===== src/rtl/snake_turn_queue.sv =====
// snake_turn_queue: buffers legal direction presses and commits one per game tick
//   i_Clk, i_Rst_L      clock, asynchronous active-low reset
//   i_Up..i_Right       debounced button levels
//   i_Game_Tick         one-cycle game-rate pulse
//   i_Game_Over         level; flushes the queue and restores INIT_DIR
//   o_Dir, o_Step       committed direction and its one-cycle step strobe
//   o_Queue_Count       pending turns
//   o_Drop              one-cycle pulse when a press is rejected
module snake_turn_queue #(
    parameter int          QUEUE_DEPTH = 2,
    parameter logic [1:0]  INIT_DIR    = 2'b11
) (
    input  logic       i_Clk,
    input  logic       i_Rst_L,
    input  logic       i_Up,
    input  logic       i_Down,
    input  logic       i_Left,
    input  logic       i_Right,
    input  logic       i_Game_Tick,
    input  logic       i_Game_Over,
    output logic [1:0] o_Dir,
    output logic       o_Step,
    output logic [2:0] o_Queue_Count,
    output logic       o_Drop
);
    localparam logic [1:0] last_idx = 2'(QUEUE_DEPTH - 1);
    logic [1:0] q [4];
    logic [3:0] btn, prev, ev;
    logic [1:0] rd, wr, tail_idx, win, ref_dir;
    logic       multi, pop, full, accept, drop_c;
    function automatic logic [1:0] nxt(input logic [1:0] p);
        return (p == last_idx) ? 2'd0 : p + 2'd1;
    endfunction
    assign btn      = {i_Up, i_Down, i_Left, i_Right};
    assign ev       = btn & ~prev;
    assign win      = ev[3] ? 2'b00 : ev[2] ? 2'b01 : ev[1] ? 2'b10 : 2'b11;
    // more than one rising edge this cycle: losers are discarded
    assign multi    = |(ev & (ev - 4'd1));
    assign tail_idx = (wr == 2'd0) ? last_idx : wr - 2'd1;
    assign ref_dir  = (o_Queue_Count != 3'd0) ? q[tail_idx] : o_Dir;
    assign pop      = i_Game_Tick && (o_Queue_Count != 3'd0);
    assign full     = o_Queue_Count == 3'(QUEUE_DEPTH);
    // a pop in the same cycle frees the slot, so a full queue may still accept
    assign accept   = (|ev) && (win != ref_dir) && (win != (ref_dir ^ 2'b01)) && (!full || pop);
    assign drop_c   = (|ev) && (multi || !accept);
    always_ff @(posedge i_Clk or negedge i_Rst_L) begin
        if (!i_Rst_L) begin
            prev          <= '0;
            rd            <= '0;
            wr            <= '0;
            o_Queue_Count <= '0;
            o_Dir         <= INIT_DIR;
            o_Step        <= 1'b0;
            o_Drop        <= 1'b0;
        end else begin
            prev <= btn;
            if (i_Game_Over) begin
                rd            <= '0;
                wr            <= '0;
                o_Queue_Count <= '0;
                o_Dir         <= INIT_DIR;
                o_Step        <= 1'b0;
                o_Drop        <= 1'b0;
            end else begin
                o_Step        <= i_Game_Tick;
                o_Drop        <= drop_c;
                o_Queue_Count <= o_Queue_Count + 3'(accept) - 3'(pop);
                if (pop) begin
                    o_Dir <= q[rd];
                    rd    <= nxt(rd);
                end
                if (accept) wr <= nxt(wr);
            end
        end
    end
    // when full, wr == rd: the head is read out on the same edge it is overwritten
    always_ff @(posedge i_Clk) begin
        if (accept && !i_Game_Over) q[wr] <= win;
    end
endmodule


===== config.mk =====
export PLATFORM = sky130hd
export DESIGN_NAME = snake_turn_queue
export DESIGN_NICKNAME = d
export VERILOG_FILES = /design/src/rtl/snake_turn_queue.sv
export SDC_FILE = /design/constraint.sdc
export NUM_CORES = 1
export LEC_CHECK = 0
export ABC_AREA = 0
export CORE_MARGIN = 4
export CORE_UTILIZATION = 41
export CTS_CLUSTER_DIAMETER = 40
export DETAILED_ROUTE_END_ITERATION = 10
export MAX_ROUTING_LAYER = met4
export SLEW_MARGIN = 20
export SYNTH_ARGS = -nofsm -noshare
export SYNTH_HDL_FRONTEND = slang
export SYNTH_SLANG_ARGS = --single-unit

===== constraint.sdc =====
create_clock -name i_Clk -period 3.6 [get_ports i_Clk]
set_clock_uncertainty 0.1 [all_clocks]
set_input_delay 0.54 -clock i_Clk [delete_from_list [all_inputs] [get_ports i_Clk]]
set_output_delay 0.54 -clock i_Clk [all_outputs]
set_load 0.02 [all_outputs]

==> impl_metrics.env, run 1 <==
export IMPL_clkTransAtPathRegs_ns=0.13
export IMPL_powerDensity_mw_per_mm2=643
export IMPL_setup_violations=0
export IMPL_num_fill_cells=235
export IMPL_crit_required_ns=3.69
export IMPL_die_h_um=59.7
export IMPL_holdWs_ns=0.487
export IMPL_drv_slew=0
export IMPL_status="finished clean"
export IMPL_num_vias=653
export IMPL_power_leakage_nw=0.529
export IMPL_pre_cts_slack_ns=0.269
export IMPL_htree_levels=1
export IMPL_synth_seq_cells=23
export IMPL_synthDistinctLibCells=36
export IMPL_ios=15
export IMPL_core_rowCount=18
export IMPL_maxCapViolCount=0
export IMPL_multi_input_area_um2=455
export IMPL_finalCriticalPeriod_ns=2.96
export IMPL_p_total_mw=0.830
export IMPL_clk_latency_ns=0.31
export IMPL_syn_nets=95
export IMPL_hpwlAfterDp_um=1320
export IMPL_ys_async_sr_fraction=0.652
export IMPL_cts_hold_fix_buffers=0
export IMPL_via_per_inst=5.02
export IMPL_grt_pass1_wl_um=2900
export IMPL_syn_instance_count=85
export IMPL_use_met2=0.170
export IMPL_layout_nets=111
export IMPL_critical_path_class="in2reg"
export IMPL_synth_seq_area_share=0.563
export IMPL_hp_class="reg2reg"
export IMPL_critPathCaptureType="flip-flop"
export IMPL_fin_util=0.512
export IMPL_synth_top_area_cell="dfrtp_1"
export IMPL_finalNonFillerCells=130
export IMPL_post_synth_top_count_cell="dfrtp_1"
export IMPL_busiest_layer="met2"
export IMPL_yosysWarnings=0
export IMPL_syn2layout_area_growth_pct=17.8
export IMPL_cts_sinks=23
export IMPL_use_met1=0.155
export IMPL_synth_enable_flop_cells=8
export IMPL_drive_gt1_frac=0.190
export IMPL_clockRootBuffer="clkbuf_4"
export IMPL_antenna_found_initial=0
export IMPL_overflow=0
export IMPL_tns_ns=0
export IMPL_avgRoutedWirePerCell_um=13.8
export IMPL_synthTopCellsByCount="dfrtp_1 (13), nor2_1 (12), edfxtp_1 (8)"
export IMPL_critPathLaunchType="input pin"
export IMPL_n_antenna_cell=0
export IMPL_worst_pin_slew_ns=0.684
export IMPL_first_pass_iters=4
export IMPL_die_w_um=59.7
export IMPL_placed_cells=126
export IMPL_grt_pass1_vias=620
export IMPL_start_util=0.435
export IMPL_rsz0062_at_grt="no"
export IMPL_detail_route_antenna_nets=0
export IMPL_portBuffers=14
export IMPL_placed_cell_area_mm2=0.00126
export IMPL_yosys_area_top_type_share=0.296
export IMPL_grt_max_degree=16
export IMPL_synthTopCellsByArea="dfrtp_1 (30%), edfxtp_1 (22%), dfstp_2 (4.8%), mux4_2 (4.1%), nor2_1 (4.1%)"
export IMPL_numCtsBuffers=3
export IMPL_fmax_mhz=337
export IMPL_design_area_mm2=0.00129
export IMPL_cts_resized=0
export IMPL_post_route_drc_count=0
export IMPL_ys_flop_type="dfrtp_1"
export IMPL_finalCritPeriodShare=0.824
export IMPL_grt_usage=0.114
export IMPL_die_area_mm2=0.00357
export IMPL_coreArea_mm2=0.00252
export IMPL_path_max_fanout=5
export IMPL_place_gp_congestion=0.729
export IMPL_fin_ws_ns=0.635
export IMPL_use_met3=0.0389
export IMPL_wl_um=1800
export IMPL_vdd_drop_max_v=0.000352
export IMPL_netlist_area_mm2=0.00110
export IMPL_hold_viol_final=0
export IMPL_cts_tree="built"
export IMPL_cp_arrival_ns=3.05
export IMPL_relSlewSlack=0.543
export IMPL_syn_area_per_cell_um2=12.9
export IMPL_regArea_um2=618
export IMPL_postCtsSetupBuffers=0
export IMPL_detail_route_iter0_violations=11
export IMPL_cts_buffer_depth=2
## registers in the layout, summed over array words and instances, names as in the netlist
register       flops
o_Dir              2
o_Step             1
wr                 2
rd                 2
prev               4
q                  8
o_Drop             1
o_Queue_Count      3
## report_power, final
part	internal, mW	switching (mW)
sequential	0.318	0.0437
combinational	0.181	0.165
clock	0.0424	0.0812
total	0.541	0.290
## placed cells by master (no fill, tap or decap), types with 2 or more instances in the layout
cell	Yosys	final
xnor2_1	2	2
or2b_2	2	2
mux2i_1	3	3
inv_1	3	3
a211o_1	2	2
a211oi_1	2	2
mux4_2	2	2
nand2b_1	2	2
nor2b_1	5	5
nand2_1	3	3
dfrtp_1	13	13
edfxtp_1	8	8
nor2_1	12	12
clkdlybuf4s50_1	0	14
clkbuf_4	0	3
dfstp_2	2	2
a21oi_1	2	2
## worst paths after layout
path,start,end,slack [ns],cells past startpoint
worst max-delay path,i_Up,o_Queue_Count[2],0.64,11
worst max register to register,o_Queue_Count[1],o_Queue_Count[2],0.85,10
worst min-delay path,rd[1],rd[1],0.49,1
worst min register to register,rd[1],rd[1],0.49,1
max in group asynchronous,i_Rst_L,o_Queue_Count[0],2.44,1
min in group asynchronous,i_Rst_L,o_Drop,0.52,1
## cell families (layout without fill, tap and decap cells)
logic type | count (synthesis) | count (layout) | share of synthesized area
and+or+nand+nor | 36 | 36 | 0.214
DFF | 23 | 23 | 0.563
AOI/OAI and AO/OA | 9 | 9 | 0.0650
muxes | 6 | 6 | 0.0821
buffers and inverters | 6 | 21 | 0.0217
xor gates and xnor gates | 3 | 3 | 0.0239
adders and majority gates | 2 | 2 | 0.0296
## layer usage
layer / part of all wire / vias up
li1: - / 324
met1: 0.46 / 311
met2: 0.47 / 16
met3: 0.063 / 2
met4: 0.0078 / 0
met5: 0 / -
## area by class of cell
cell class	instances	share of cell area
clock inverter	1	0.00581
inverter	3	0.00871
sequential	23	0.478
clock buffer	3	0.0174
timing repair buffer	14	0.108
tap	30	0.0290
multi-input combinational	56	0.352
## critical path: stages
cell	delay (ns)
clkdlybuf4s50_1	0.42
nor2b_4	0.14
or2_4	0.27
or4b_4	0.56
nand2_1	0.12
mux2i_1	0.21
ha_1	0.16
inv_1	0.04
fa_1	0.37
xnor2_1	0.16
nor2_1	0.06
Note: power is estimated with default switching activity, not from simulation.
==> inputs of run 2 (changes only) <==
Clock period 3.6 ns to 2.4 ns, I/O delays scaled along.
==> impl_metrics.env, run 2 (synthesis results as in run 1) <==
export IMPL_status="finished with violations"
export IMPL_violations="setup timing"
export IMPL_avgRoutedWirePerCell_um=13.3
export IMPL_ios=15
export IMPL_drv_slew=0
export IMPL_grt_max_degree=16
export IMPL_critical_path_class="reg2reg"
export IMPL_hpwlAfterDp_um=1420
export IMPL_top_regs="q x8, prev x4, o_Queue_Count x3"
export IMPL_clk_latency_ns=0.30
export IMPL_detail_route_iter0_violations=6
export IMPL_core_rowCount=18
export IMPL_place_gp_congestion=0.731
export IMPL_cts_sinks=23
export IMPL_reg2reg_slack_ns=-0.11
export IMPL_largest_register="q"
export IMPL_use_met1=0.155
export IMPL_fmax_mhz=398
export IMPL_power_leakage_nw=0.620
export IMPL_grt_pass1_wl_um=3370
export IMPL_fin_util=0.574
export IMPL_die_area_mm2=0.00357
export IMPL_coreArea_mm2=0.00252
export IMPL_drive_gt1_frac=0.388
export IMPL_critPathCaptureType="flip-flop"
export IMPL_worst_pin_slew_ns=0.728
export IMPL_reg2reg_depth=9
export IMPL_finalCritPeriodShare=1.05
export IMPL_busiest_layer="met2"
export IMPL_worst_r2r_startpoint="wr[1]"
export IMPL_portBuffers=14
export IMPL_layout_common_cells="buf_4 (16), nor2_1 (12), clkdlybuf4s50_1 (10), dfrtp_1 (10), edfxtp_1 (8)"
export IMPL_syn2layout_area_growth_pct=31.9
export IMPL_timing_rr_end="o_Queue_Count[1]"
export IMPL_cp_arrival_ns=2.62
export IMPL_fin_ws_ns=-0.114
export IMPL_cts_tree="built"
export IMPL_vdd_drop_max_v=0.000649
export IMPL_holdWs_ns=0.202
export IMPL_clockRootBuffer="clkbuf_4"
export IMPL_num_fill_cells=232
export IMPL_whs_endpoint="prev[1]"
export IMPL_start_util=0.435
export IMPL_finalCriticalPeriod_ns=2.51
export IMPL_largest_reg_flops=8
export IMPL_placed_cell_area_mm2=0.00138
export IMPL_critPathLaunchType="flip-flop"
export IMPL_overflow=0
export IMPL_p_total_mw=1.38
export IMPL_use_met3=0.0216
export IMPL_design_area_mm2=0.00145
export IMPL_post_route_drc_count=0
export IMPL_relSlewSlack=0.513
export IMPL_htree_levels=1
export IMPL_layout_nets=127
export IMPL_die_h_um=59.7
export IMPL_worstHoldStart="i_Left"
export IMPL_antenna_found_initial=0
export IMPL_maxCapViolCount=0
export IMPL_grt_usage=0.130
export IMPL_detail_route_antenna_nets=0
export IMPL_layout_commonest_cell="buf_4"
export IMPL_setup_violations=2
export IMPL_n_antenna_cell=0
export IMPL_wl_um=1940
export IMPL_pre_cts_slack_ns=-0.616
export IMPL_whs_path_depth=1
export IMPL_first_pass_iters=4
export IMPL_numCtsBuffers=3
export IMPL_rsz0062_at_grt="yes"
export IMPL_via_per_inst=4.94
export IMPL_grt_pass1_vias=745
export IMPL_hold_viol_final=0
export IMPL_die_w_um=59.7
export IMPL_powerDensity_mw_per_mm2=955
export IMPL_use_met2=0.233
export IMPL_hp_class="in2reg"
export IMPL_path_max_fanout=2
export IMPL_clkTransAtPathRegs_ns=0.13
export IMPL_crit_required_ns=2.50
export IMPL_cts_buffer_depth=2
export IMPL_num_vias=721
run 2: layer usage:
| layer | part of all wire | up-vias | wire, um |
|---|---|---|---|
| met5 | 0 | - | 0 |
| met4 | 0 | 0 | 0 |
| met3 | 0.046 | 0 | 90 |
| met2 | 0.52 | 11 | 999 |
| met1 | 0.44 | 353 | 847 |
| li1 | - | 357 | - |
run 2: cell type report:
type	count	area (um^2)	share of cell area
Clock buffer	3	22.5	0.0156
Clock inverter	1	5.00	0.00346
Inverter	3	11.3	0.00778
Multi-Input combinational cell	56	494	0.341
Sequential cell	23	622	0.430
Tap cell	30	37.5	0.0259
Timing Repair Buffer	30	255	0.176
run 2: worst max path at each step:
stage	from	end	slack, ns	cells after the start
finish	wr[1]	o_Queue_Count[1]	-0.11	9
global route	wr[1]	o_Queue_Count[1]	-0.23	9
CTS	o_Queue_Count[1]	o_Queue_Count[1]	-0.12	9
detailed placement	i_Right	o_Queue_Count[2]	-0.62	11
global placement	i_Left	o_Queue_Count[2]	-0.55	11
floorplan	i_Down	o_Queue_Count[2]	-0.12	10
run 2: timing repair:
action / in CTS / in global routing
gates cloned: 0 / 0
endpoints found under the setup margin: 2 / 2
pin swaps: 5 / 0
hold buffers: 0 / 0
gates resized for setup: 15 / 0
setup buffers: 1 / 0
run 2: power breakdown:
group	internal, mW	switching (mW)	total, mW
logic	0.373	0.305	0.677
clock network	0.0621	0.114	0.176
registers	0.481	0.0489	0.530
run 2: per-stage QoR:
| stage | cells | TNS [ns] |
|---|---|---|
| floorplan | 85 | -0.193 |
| global placement | 141 | -3.73 |
| detailed placement | 141 | -4.17 |
| CTS | 146 | -0.228 |
| global route | 146 | -0.462 |
| finish | 146 | -0.217 |
run 2: critical path, stage by stage, from the launching register on:
cell,delay [ns]
dfrtp_1,0.41
mux2i_1,0.24
a211oi_2,0.10
or4b_4,0.51
nand2_4,0.08
mux2i_1,0.20
ha_2,0.19
inv_2,0.03
fa_2,0.51
nor2_1,0.04
